`src/rtl/alu_arb.sv`:
```
// alu_arb: two-requester arbiter in front of one shared add/sltu ALU.
// One-entry result slot returns each result on its owner's channel.
module alu_arb #(
  parameter bit RR = 1'b1
) (
  input  logic        clk,
  input  logic        rst_n,
  input  logic        req0_valid,
  output logic        req0_ready,
  input  logic [63:0] req0_src1,
  input  logic [63:0] req0_src2,
  input  logic [1:0]  req0_aluop,
  output logic        resp0_valid,
  input  logic        resp0_ready,
  output logic [63:0] resp0_result,
  input  logic        req1_valid,
  output logic        req1_ready,
  input  logic [63:0] req1_src1,
  input  logic [63:0] req1_src2,
  input  logic [1:0]  req1_aluop,
  output logic        resp1_valid,
  input  logic        resp1_ready,
  output logic [63:0] resp1_result
);

  logic        full;
  logic        owner;
  logic        last_grant;
  logic [63:0] result;

  logic        free;
  logic        gnt0;
  logic        gnt1;
  logic [63:0] a;
  logic [63:0] b;
  logic [1:0]  op;
  logic [63:0] sum;
  logic [63:0] ltu;
  logic [63:0] alu_out;

  // A full slot frees up in the same cycle its owner takes the result.
  assign free = !full || (owner ? resp1_ready : resp0_ready);

  always_comb begin
    gnt0 = 1'b0;
    gnt1 = 1'b0;
    if (rst_n && free) begin
      unique case ({req1_valid, req0_valid})
        2'b01: gnt0 = 1'b1;
        2'b10: gnt1 = 1'b1;
        2'b11: begin
          if (RR && !last_grant) gnt1 = 1'b1;
          else                   gnt0 = 1'b1;
        end
        default: ;
      endcase
    end
  end

  assign req0_ready = gnt0;
  assign req1_ready = gnt1;

  assign a   = gnt1 ? req1_src1  : req0_src1;
  assign b   = gnt1 ? req1_src2  : req0_src2;
  assign op  = gnt1 ? req1_aluop : req0_aluop;
  assign sum = a + b;
  assign ltu = {63'd0, (a < b)};

  assign alu_out = (op[0] ? sum : 64'd0) | (op[1] ? ltu : 64'd0);

  always_ff @(posedge clk or negedge rst_n) begin
    if (!rst_n) begin
      full       <= 1'b0;
      owner      <= 1'b0;
      last_grant <= 1'b1;
      result     <= 64'd0;
    end else if (gnt0 || gnt1) begin
      result     <= alu_out;
      owner      <= gnt1;
      full       <= 1'b1;
      last_grant <= gnt1;
    end else if (full && free) begin
      full <= 1'b0;
    end
  end

  assign resp0_valid  = full && !owner;
  assign resp1_valid  = full && owner;
  assign resp0_result = resp0_valid ? result : 64'd0;
  assign resp1_result = resp1_valid ? result : 64'd0;

endmodule

```
`config.mk`:
```
export PLATFORM = sky130hd
export DESIGN_NAME = alu_arb
export DESIGN_NICKNAME = d
export VERILOG_FILES = /design/src/rtl/alu_arb.sv
export SDC_FILE = /design/constraint.sdc
export NUM_CORES = 1
export LEC_CHECK = 0
export BUFFER_PORTS_ARGS = -buffer_cell sky130_fd_sc_hd__buf_2
export CAP_MARGIN = 25
export CORE_AREA = 2 2 154 156
export CTS_BUF_LIST = sky130_fd_sc_hd__clkbuf_8 sky130_fd_sc_hd__clkbuf_16
export CTS_CLUSTER_SIZE = 28
export DETAILED_ROUTE_END_ITERATION = 6
export DIE_AREA = 0 0 156 158
export PLACE_DENSITY = 0.79
export RECOVER_POWER = 50
export SLEW_MARGIN = 20
export SYNTH_ARGS = -nofsm -noshare
export SYNTH_HDL_FRONTEND = slang
export SYNTH_SLANG_ARGS = --single-unit
```
`constraint.sdc`:
```
create_clock -name clk -period 4.61 [get_ports clk]
set_clock_uncertainty 0.1 [all_clocks]
set_input_delay 0.461 -clock clk [delete_from_list [all_inputs] [get_ports clk]]
set_output_delay 0.461 -clock clk [all_outputs]
set_load 0.05 [all_outputs]
```
==> results.json <==
{
  "status": "complete, but fails checks",
  "violations": "max-capacitance violations, max-slew violations",
  "wirelength_mm": 39.7,
  "core_area_mm2": 0.0231,
  "dp.cells": 2239,
  "wl_per_cell_um": 17.5,
  "instances_no_fill": 2261,
  "syn_inst": 1606,
  "fp.dieArea_mm2": 0.0246,
  "drive_gt1_share_pct": 26.3,
  "finalNetCount": 2358,
  "arrival_ns": 4.57,
  "setup-tns-final_ns": 0,
  "slew_headroom_pct": -20.7,
  "die_w_um": 156,
  "numCtsBuffers": 9,
  "clk_path_buf_depth": 2,
  "ys_seq_area_share_pct": 15.9,
  "ys_types": 80,
  "ctsHtreeMaxLevel": 3,
  "required_ns": 4.75,
  "dp_slack_ns": -0.00601,
  "syn_area_mm2": 0.0106,
  "min_period_over_period_pct": 96.2,
  "clk_pin_slew_ns": 0.06,
  "drc": 0,
  "cp_max_fo": 22,
  "maxCapViolCount": 1,
  "synth_warnings": 0,
  "ys_seq_elements": 67,
  "leakage_uw": 0.00778,
  "period_needed_ns": 4.43,
  "highest_layer": "met4",
  "vias": 12600,
  "worstSetupPathType": "reg2reg",
  "drt-initial-drc-count": 1046,
  "dp_hpwl_mm": 31.7,
  "dr_wl_met3_mm": 2.58,
  "syn-num-nets": 2000,
  "dr.pass1.iters": 5,
  "numPortBuffers": 397,
  "mostFrequentLayoutCells": "nand2_1, buf_2, ha_1",
  "die_h_um": 158,
  "clk_latency_ns": 0.34,
  "clkSinkCount": 67,
  "grt_pass1_vias": 11200,
  "postSynthAreaPerCell_um2": 6.59,
  "max-vdd-ir-drop_uv": 211,
  "routed_via_density": 5.55,
  "worst_setup_path_end_kind": "flop",
  "setup-violations-final": 0,
  "synthFlopType": "dfrtp_1",
  "synth.top_cell.area_share_pct": 16.9,
  "ant_nets": 0,
  "antenna_found_initial": 3,
  "hold_path_class": "in2reg",
  "overflow": 0,
  "gp_congestion": 0.960,
  "start_util_pct": 45.9,
  "synthToLayoutAreaGrowth_pct": 27.1,
  "synth_enable_flop_cells": 0,
  "yosysTopAreaCell": "nand2_1",
  "dr_wl_met2_mm": 18.5,
  "timing.fmax_ghz": 0.226,
  "hold_viol": 0,
  "worst-slew-pin-transition_ns": 1.81,
  "layout_setup_ws_ns": 0.176,
  "track_usage_pct": 30.5,
  "power_density_mw_per_mm2": 427,
  "ys_async_sr_fraction_pct": 100,
  "start_kind": "flop",
  "drv_slew": 67,
  "cts_root_buffer": "clkbuf_16",
  "grt_pass1_wl_mm": 59.9,
  "num-fill-cells": 2219,
  "grt_max_degree": 68,
  "layout_commonest_cell": "nand2_1",
  "tritoncts": "done",
  "synthTopCellsByArea": "nand2_1, dfrtp_1, ha_1",
  "ios": 398,
  "wl_met1_mm": 17.7,
  "num_rows": 56
}
-- metal layers --
metal | vias to the layer above | track usage (%)
met1 | 5817 | 40.8
li1 | 6150 | -
met2 | 525 | 51.3
met3 | 60 | 4.16
met4 | 0 | 8.87
met5 | - | 0
-- cells by family after synthesis --
family	count (synthesis)	synth area share, %
flip-flops	67	15.9
AO/OA/AOI/OAI	357	22.3
adder cells (fa/ha/maj)	128	15.2
XOR/XNOR	50	4.14
AND/OR/NAND/NOR	793	34.2
multiplexers	4	0.379
buffers and inverters	207	7.90
-- Yosys cell counts (all sizes together), types with 4 or more instances --
cell type / count
a221oi: 4
dfrtp: 66
mux2i: 4
a21oi: 90
a211oi: 5
nor4: 15
inv: 96
nor2b: 10
and3: 70
or2: 6
nand2b: 6
a31oi: 12
o21a: 9
xnor2: 30
a221o: 4
nand2: 476
ha: 127
o211ai: 7
clkbuf: 85
and2: 69
a21boi: 4
xor2: 20
buf: 26
a2111oi: 4
nor2: 61
o311ai: 4
nand3: 21
o31ai: 7
o2111ai: 5
o21ai: 95
o21bai: 25
a21o: 45
nand4: 27
nor3: 17
a22o: 5
-- worst paths after layout --
| path | startpoint | end | slack (ns) | cells after the start |
|---|---|---|---|---|
| min | resp0_ready | full | 0.33 | 4 |
| max | owner | result[59] | 0.18 | 19 |
| max in group asynchronous | rst_n | owner | 2.45 | 2 |
| min reg2reg | result[2] | result[2] | 0.40 | 2 |
| min in group asynchronous | rst_n | result[2] | 0.49 | 2 |
| max reg2reg | owner | result[59] | 0.18 | 19 |
-- per-stage QoR --
step                      power [uW]  instance area [um2]  util [%]  hold WS, ns
after floorplan                 3690                10600         -       0.0654
after global placement          4800                13000      56.3        0.165
after detailed placement        4850                13000      56.3        0.165
after CTS                       5630                13300      57.7        0.322
after global routing            6110                13400      58.3        0.365
final                           5740                13400      58.3        0.326
-- worst max-delay path, stage by stage (launching register included) --
cell and delay [ns]:
dfrtp_2 0.40, mux2i_1 0.14, a21boi_1 0.20, nand2_1 0.11, a21o_4 0.27, inv_8 0.14, buf_12 0.18, nand2_1 0.07
nand2_1 0.08, ha_1 0.25, buf_4 0.17, a211oi_2 0.24, o21bai_2 0.12, a21o_1 0.24, a31oi_4 0.23, a2111oi_4 0.10
o2111ai_2 0.37, a2111oi_4 0.13, or4_1 0.52, a32o_1 0.26
-- flip-flops by register name (all words and copies together), names as in the netlist --
signal and cells:
full 1, last_grant 1, result 64, owner 1
-- where the power goes --
group          leakage, uW  switching, uW  internal (uW)  total, uW
combinational      0.00676           2550           1330       3880
sequential        0.000870            259            826       1080
clock             0.000152            297            473        770
total              0.00778           3110           2630       5740
-- layout make-up --
class                           count  area, um2  share of cell area (%)
Inverter                           96        368                    2.74
Tap cell                          290        363                    2.70
Multi-Input combinational cell   1332       8170                    60.8
Sequential cell                    67       1680                    12.5
Antenna cell                        3       7.51                  0.0558
Clock buffer                        9        225                    1.68
Timing Repair Buffer              458       2540                    18.9
Clock inverter                      6       90.1                   0.670
-- timing repair --
| action | 4_1_cts | 5_1_grt |
|---|---|---|
| hold buffers | 1 | 0 |
| gates resized for setup | 0 | 18 |
| buffers inserted | 0 | 1 |
| hold endpoints to repair | 1 | 0 |
| setup endpoints to repair | 0 | 14 |
(Power assumes the default switching activity.)
